$ cat config.mk
export PLATFORM = sky130hd
export DESIGN_NAME = uart_pair_sequencer
export DESIGN_NICKNAME = d
export VERILOG_FILES = /design/src/rtl/cpu_pkg.sv /design/src/rtl/timeout_timer.sv /design/src/rtl/uart_pair_sequencer.sv
export SDC_FILE = /design/constraint.sdc
export NUM_CORES = 1
export LEC_CHECK = 0
export ABC_AREA = 1
export CAP_MARGIN = 20
export CORE_UTILIZATION = 30
export DETAILED_ROUTE_END_ITERATION = 16
export PLACE_DENSITY = 0.56
export SETUP_SLACK_MARGIN = 0.05
export SLEW_MARGIN = 0
export SYNTH_ARGS = -nofsm -noshare
export SYNTH_HDL_FRONTEND = slang
export SYNTH_SLANG_ARGS = --single-unit
$ cat constraint.sdc
create_clock -name sysclk -period 3.3 [get_ports sysclk]
set_clock_uncertainty 0.15 [all_clocks]
set_input_delay 0.99 -clock sysclk [delete_from_list [all_inputs] [get_ports sysclk]]
set_output_delay 0.99 -clock sysclk [all_outputs]
set_load 0.01 [all_outputs]
$ cat src/rtl/cpu_pkg.sv
// Shared types and constants for the UART pair sequencer and its neighbours.
package cpu_pkg;

    // Default operand / result / UART byte width.
    localparam int DEF_DATA_W = 8;

    // Clock cycles per UART bit (100 MHz / 9600 baud), used by the UART cores.
    localparam int CLK_PER_BIT = 10417;

    // Sequencer states, binary encoded.
    typedef enum logic [2:0] {
        WAIT_A   = 3'd0,
        WAIT_B   = 3'd1,
        ISSUE    = 3'd2,
        WAIT_RES = 3'd3,
        TX_REQ   = 3'd4,
        TX_HOLD  = 3'd5
    } seq_state_t;

endpackage

$ cat src/rtl/timeout_timer.sv
// Inter-byte timer: counts enabled cycles from a clear and flags the last
// allowed cycle. It saturates there, so it never wraps.
module timeout_timer #(
    parameter int TIMEOUT_CYC = 2_000_000,
    parameter int TMR_W       = $clog2(TIMEOUT_CYC)
) (
    input  logic sysclk,
    input  logic reset,
    input  logic clear,
    input  logic enable,
    output logic expired
);

    localparam logic [TMR_W-1:0] LAST = TMR_W'(TIMEOUT_CYC - 1);

    logic [TMR_W-1:0] count;

    // Count cycles since the last clear, holding at the final value.
    always_ff @(posedge sysclk or posedge reset) begin
        if (reset) begin
            count <= '0;
        end else if (clear) begin
            count <= '0;
        end else if (enable && !expired) begin
            count <= count + 1'b1;
        end
    end

    assign expired = (count == LAST);

endmodule

$ cat src/rtl/uart_pair_sequencer.sv
// Collects two received bytes as operands, hands them to the datapath,
// captures the result and schedules it onto the UART transmitter.
module uart_pair_sequencer
    import cpu_pkg::*;
#(
    parameter int DATA_W      = DEF_DATA_W,
    parameter int TIMEOUT_CYC = 2_000_000,
    parameter int TMR_W       = $clog2(TIMEOUT_CYC)
) (
    input  logic              sysclk,
    input  logic              reset,
    input  logic              rx_valid,
    input  logic [DATA_W-1:0] rx_data,
    output logic              op_valid,
    output logic [DATA_W-1:0] op_a,
    output logic [DATA_W-1:0] op_b,
    input  logic              op_ready,
    input  logic              res_valid,
    input  logic [DATA_W-1:0] res_data,
    output logic              tx_start,
    output logic [DATA_W-1:0] tx_data,
    input  logic              tx_busy,
    output logic              busy,
    output logic              timeout_err,
    output logic              overrun
);

    seq_state_t state;
    logic       tmr_clear;
    logic       tmr_enable;
    logic       tmr_expired;

    // The timer restarts when byte A is taken and runs only while waiting for B.
    assign tmr_clear  = (state == WAIT_A) && rx_valid;
    assign tmr_enable = (state == WAIT_B);

    timeout_timer #(
        .TIMEOUT_CYC (TIMEOUT_CYC),
        .TMR_W       (TMR_W)
    ) u_timer (
        .sysclk  (sysclk),
        .reset   (reset),
        .clear   (tmr_clear),
        .enable  (tmr_enable),
        .expired (tmr_expired)
    );

    // Level outputs decoded straight from the state register.
    assign op_valid = (state == ISSUE);
    assign busy     = (state != WAIT_A);

    // Sequencer FSM with its data registers and registered pulse outputs.
    always_ff @(posedge sysclk or posedge reset) begin
        if (reset) begin
            state       <= WAIT_A;
            op_a        <= '0;
            op_b        <= '0;
            tx_data     <= '0;
            tx_start    <= 1'b0;
            timeout_err <= 1'b0;
            overrun     <= 1'b0;
        end else begin
            // NOTE: non-blocking defaults here make every pulse last exactly
            // one cycle unless a branch below re-asserts it.
            tx_start    <= 1'b0;
            timeout_err <= 1'b0;
            overrun     <= rx_valid && (state inside {ISSUE, WAIT_RES, TX_REQ, TX_HOLD});

            case (state)
                WAIT_A: begin
                    if (rx_valid) begin
                        op_a  <= rx_data;
                        state <= WAIT_B;
                    end
                end
                WAIT_B: begin
                    // A byte arriving on the last allowed cycle beats the timeout.
                    if (rx_valid) begin
                        op_b  <= rx_data;
                        state <= ISSUE;
                    end else if (tmr_expired) begin
                        timeout_err <= 1'b1;
                        state       <= WAIT_A;
                    end
                end
                ISSUE: begin
                    if (op_ready) begin
                        state <= WAIT_RES;
                    end
                end
                WAIT_RES: begin
                    if (res_valid) begin
                        tx_data <= res_data;
                        state   <= TX_REQ;
                    end
                end
                TX_REQ: begin
                    if (!tx_busy) begin
                        tx_start <= 1'b1;
                        state    <= TX_HOLD;
                    end
                end
                TX_HOLD: begin
                    // tx_start is high only in the first TX_HOLD cycle, which
                    // serves as the guard cycle before the transmitter raises busy.
                    if (!tx_start && !tx_busy) begin
                        state <= WAIT_A;
                    end
                end
                default: begin
                    state <= WAIT_A;
                end
            endcase
        end
    end

endmodule

==> run metrics, run 1 <==
vias in the first global route=2325; Worst-Skew Late Latency=320 ps; clk sink count=51; Min-Delay Path Class=flop to flop; synthesis warning total=0; DIE AREA=9520 µm²; post-route non-filler standard cell count=516; flop and latch count out of synthesis=51; CTS tree=built; initial core utilization=31.3%; Static Leak=1.61 nW; Synth area leaders=dfrtp_1 (47%), nand2_1 (16%), nor2_1 (6.3%), inv_1 (4.5%), nand3_1 (4.4%); switching share of power=37.7%; syn nets=378; largest net degree at the start of global routing=28; total gr overflow=0; Yosys cell types=31; Setup CP Type=flop to output port; # IOs=51; PwrDens=709 nW/µm²; first-pass GRT wire length=10.9 mm; 1st-pass router iterations=4; post-CTS setup buffer count=0; WP data required=2160 ps; critical path cell sequence=nor3_2 > clkdlybuf4s50_1; Mapped Area=2740 µm²; setup violators final=0; Synth top area share=46.6%; Clock transition at path regs=90 ps; crit path buf inv count=1; CTS Hold Bufs=0; data arrival time of the critical path=1680 ps; final hold violations=0; Worst-Margin Slew=624 ps; fmax=355 MHz; Int Pwr=1.53 mW; Peak VDD IR=0.330 mV; Worst slew margin=58.3%; max_cap viols=0; Detail Route Antenna Nets=0; CTS Buffer Depth=2; commonest non-fill, non-tap cell in the layout=nand2_1; max incr delay on CP=600 ps; net switching power of the design=0.926 mW; CP endpoint kind=output port; Root Driver=clkbuf_8; min Tclk post-route=2820 ps; total number of vias=2383; commonest cells after routing, fill and taps aside=nand2_1 (115), dfrtp_1 (51), clkdlybuf4s50_1 (50); initial antenna violation count=0; routability cong.=0.824; Post-Syn Instances=355; proportion of layout cells with a drive suffix above 1=7.60%; status=complete, no violations; critical path fanouts, max=7; slowest stage cell on the critical path=clkdlybuf4s50_1; Sequential Power Share=39.6%; utilization after layout=39.5%; # resized after CTS=0; Core Region=8760 µm²; DR iter-0 viols=157; Area Growth Syn to Fin=26.3%; Logic pwr share=41.8%; dpl hpwl=4.72 mm; synthesized area per cell=7.72 µm²; largest area contributor in the netlist=dfrtp_1; n_diodes=0; Final Cell Area=3460 µm²; Rows=34; setup TNS=0 ps; Final #Nets=430; area post-placement=3350 µm²; post-DR vias/cell=4.62; unrepaired setup endpoints after global routing=false; fin worst setup slack=481 ps; share of the yosys chip area belonging to registers=46.6%; CTS H-Tree Depth=2; Inserted Clock Buffers=5; max-slew violation count=0; Cells after DPL=508; die height=97.6 µm; GRT Util Overall=14.0%; crit-path leading delay family=buffers and inverters; pre-CTS WS=835 ps; period utilization=85.4%; power share of the clock group=18.5%; Residual DRC=0; Routed wire per std cell=12.1 µm; DIE WIDTH=97.6 µm; port bufs=50; CP startpoint kind=flop; Routed Wire Length=6.25 mm
## state kept, by name, indices dropped and copies added, names as in the netlist
signal         count
op_a               8
op_b               8
overrun            1
state              3
timeout_err        1
tx_data            8
tx_start           1
u_timer.count     21
## final timing paths
check,slack [ps],depth (start not counted),startpoint,endpoint
worst max-delay path,480,2,state[2],op_valid
worst min-delay path,350,1,tx_data[1],tx_data[1]
worst max register to register,1280,8,u_timer.count[1],u_timer.count[0]
worst min register to register,350,1,tx_data[1],tx_data[1]
max in group asynchronous,1530,3,reset,u_timer.count[11]
min in group asynchronous,850,2,reset,op_b[0]
## cells in the mapped netlist, drive strengths merged
master,n
nor2,50
nand3,26
nor4,1
o21bai,1
clkbuf,3
xor2,12
nand3b,1
ha,1
nand4,8
inv,39
nor3b,1
mux2,8
nand2,119
dfrtp,51
o21ai,21
a21o,1
xnor2,1
clkinv,1
nor3,5
buf,5
## cell families after synthesis
logic type / share of synthesized area, %
AO/OA/AOI/OAI: 4.38
XOR/XNOR: 4.15
adder cells (fa/ha/maj): 0.456
buffers and inverters: 7.58
flip-flops: 46.6
multiplexers: 3.29
AND/OR/NAND/NOR: 33.6
## per-stage QoR
| step | hold slack (ps) | total power, mW |
|---|---|---|
| final | 345 | 2.45 |
| after global routing | 368 | 2.64 |
| after CTS | 352 | 2.49 |
| after detailed placement | 326 | 2.03 |
| after global placement | 324 | 2.01 |
| after floorplan | 316 | 1.58 |
## power groups by stage
| stage | combinational [mW] | clock [mW] | sequential, mW |
|---|---|---|---|
| floorplan | 0.550 | 0 | 1.03 |
| global placement | 1.03 | 0 | 0.984 |
| detailed placement | 1.04 | 0 | 0.989 |
| CTS | 1.04 | 0.473 | 0.977 |
| global route | 1.14 | 0.499 | 0.999 |
| finish | 1.03 | 0.455 | 0.973 |
## cell type report
cell class,instances,area [µm²]
repair buffers,53,523
clock inverters,3,46.3
clock buffers,5,68.8
inverters,40,155
fillers,920,5300
flip-flops and latches,51,1280
multi-input cells,256,1260
well taps,108,135
## layer usage
metal | share of wire, % | up-vias | global-route usage [%]
li1 | - | 1216 | -
met1 | 49 | 1130 | 19.0
met2 | 47 | 33 | 22.6
met3 | 2.5 | 4 | 2.95
met4 | 0.88 | 0 | 3.73
met5 | 0 | - | 0
No activity file was read; power rests on OpenSTA's default activity.
==> run 2, diff against run 1 <==
CELL_PAD_IN_SITES_DETAIL_PLACEMENT = 1   (was not set)
CELL_PAD_IN_SITES_GLOBAL_PLACEMENT = 1   (was not set)
PLACE_DENSITY = 0.7   (was 0.56)
==> run metrics, run 2 (same netlist as run 1, synthesis figures left out) <==
R2R Setup Slk=1230 ps (-50 ps); Worst slew margin=54.3% (-4.0 points); Root Driver=clkbuf_8; commonest cells after routing, fill and taps aside=nand2_1 (115), dfrtp_1 (51), clkdlybuf4s50_1 (50); post-CTS setup buffer count=0 (unchanged); CP endpoint kind=output port; unrepaired setup endpoints after global routing=false; total power=2.43 mW (-1.0%); CTS Buffer Depth=2 (unchanged); min-delay src=op_a[3]; DR iter-0 viols=70 (-55%); pre-CTS WS=812 ps (-23.0 ps); WP data required=2160 ps (about the same); Sequential Power Share=40.4% (+0.8 points); first-pass GRT wire length=12.7 mm (+16%); Peak VDD IR=0.292 mV (-12%); initial antenna violation count=0 (unchanged); dpl hpwl=5.33 mm (+13%); # resized after CTS=0 (unchanged); Routed wire per std cell=13.9 µm (+15%); n_diodes=0 (unchanged); 1st-pass router iterations=4 (unchanged); data arrival time of the critical path=1710 ps (+30 ps); max reg flops=21 (unchanged); proportion of layout cells with a drive suffix above 1=7.37% (-0.23 points); GRT Util Overall=16.6% (+2.6 points); final hold violations=0 (unchanged); Int Pwr=1.46 mW (-4.7%); largest net degree at the start of global routing=52 (+86%); period utilization=86.3% (+0.87 points); Static Leak=1.60 nW (-0.58%); routability cong.=0.790 (-4.1%); Setup CP Type=flop to output port; met2 demand-to-capacity share in global routing=27.2% (+4.6 points); setup violators final=0 (unchanged); setup TNS=0 ps (unchanged); FF-to-FF Start=u_timer.count[1]; clk sink count=51 (unchanged); Final #Nets=429 (-0.23%); reg2reg end=u_timer.count[19]; FF-to-FF path depth=8 (unchanged); met3 GRT Util=2.66% (-0.29 points); Clock transition at path regs=100 ps (about the same); Hold Crit Depth=2 (+1); switching share of power=40.0% (+2.3 points); Core Region=8760 µm² (unchanged); vias in the first global route=2544 (+9.4%); post-DR vias/cell=4.70 (+1.8%); Min-Delay Path Class=flop to flop; total number of vias=2421 (+1.6%); Logic pwr share=43.0% (+1.2 points); critical path fanouts, max=7 (unchanged); Worst-Margin Slew=684 ps (+60.0 ps); Area Growth Syn to Fin=25.4%; power share of the clock group=16.6% (-1.9 points); Detail Route Antenna Nets=0 (unchanged); CTS tree=built; Hold Path End=op_a[3]; max-slew violation count=0 (unchanged); gr busiest metal=met2; DIE WIDTH=97.6 µm (unchanged); # IOs=51 (unchanged); port bufs=50 (unchanged); total gr overflow=0 (unchanged); Worst-Skew Late Latency=320 ps (about the same); fin worst setup slack=453 ps (-28.6 ps); max_cap viols=0 (unchanged); initial core utilization=31.3% (unchanged); PwrDens=707 nW/µm² (-0.30%); CP startpoint kind=flop; status=complete, no violations; Residual DRC=0 (unchanged); CTS H-Tree Depth=2 (unchanged); Inserted Clock Buffers=5 (unchanged); M1 GR Usage=22.5% (+3.5 points); CTS Hold Bufs=0 (unchanged); DIE AREA=9520 µm² (unchanged); Largest Register=u_timer.count; Final Hold Slack=343 ps (-1.94 ps); fill count=1082 (+18%); die height=97.6 µm (unchanged); Routed Wire Length=7.17 mm (+15%); commonest non-fill, non-tap cell in the layout=nand2_1; fmax=351 MHz (-1.0%); Rows=34 (unchanged); min Tclk post-route=2850 ps (+28.6 ps); net switching power of the design=0.973 mW (+5.0%)
## run 2: changes by cell type in the layout (fill, tap and decap cells not counted), sizes merged
cell and delta:
buf -1, clkinvlp -1, bufinv -1, clkinv +2
## run 2: how the worst max path moves through the flow
stage          depth (start not counted)      from  endpoint  slack [ps]
2_1_floorplan                          1     reset   op_a[0]         930
5_1_grt                                2  state[2]  op_valid         410
3_5_place_dp                           2  state[2]  op_valid         810
3_3_place_gp                           2  state[2]  op_valid         820
4_1_cts                                2  state[2]  op_valid         450
6_report                               2  state[2]  op_valid         450
## run 2: per-stage QoR
stage,cells,utilization (%),cell area (µm²)
after CTS,515,39.2,3440
after detailed placement,507,38.1,3340
final,515,39.2,3440
after floorplan,355,-,2740
after global placement,507,38.1,3340
after global routing,515,39.2,3440
## run 2: worst max-delay path, cell delays in order (launching register included)
cell and delay (ps):
dfrtp_1 480, nor3_2 320, clkdlybuf4s50_1 590
## run 2: area by class of cell
| class | instances | area [µm²] | share of cell area, % |
|---|---|---|---|
| flip-flops and latches | 51 | 1280 | 37.1 |
| inverters | 40 | 155 | 4.51 |
| repair buffers | 52 | 515 | 15.0 |
| well taps | 108 | 135 | 3.93 |
| clock buffers | 5 | 68.8 | 2.00 |
| clock inverters | 3 | 28.8 | 0.837 |
| multi-input cells | 256 | 1260 | 36.6 |
## run 2: per-layer routing
layer	share of wire [%]	routed length, µm	vias up
li1	-	-	1214
met1	49	3480	1165
met2	47	3390	36
met3	2.8	203	6
met4	1.4	97	0
met5	0	0	-
## run 2: power groups by stage
stage | combinational, mW | sequential [mW] | clock [mW]
2_1_floorplan | 0.550 | 1.03 | 0
3_3_place_gp | 1.03 | 0.992 | 0
3_5_place_dp | 1.07 | 0.992 | 0
4_1_cts | 1.07 | 0.986 | 0.423
5_1_grt | 1.17 | 1.02 | 0.440
6_report | 1.04 | 0.982 | 0.403
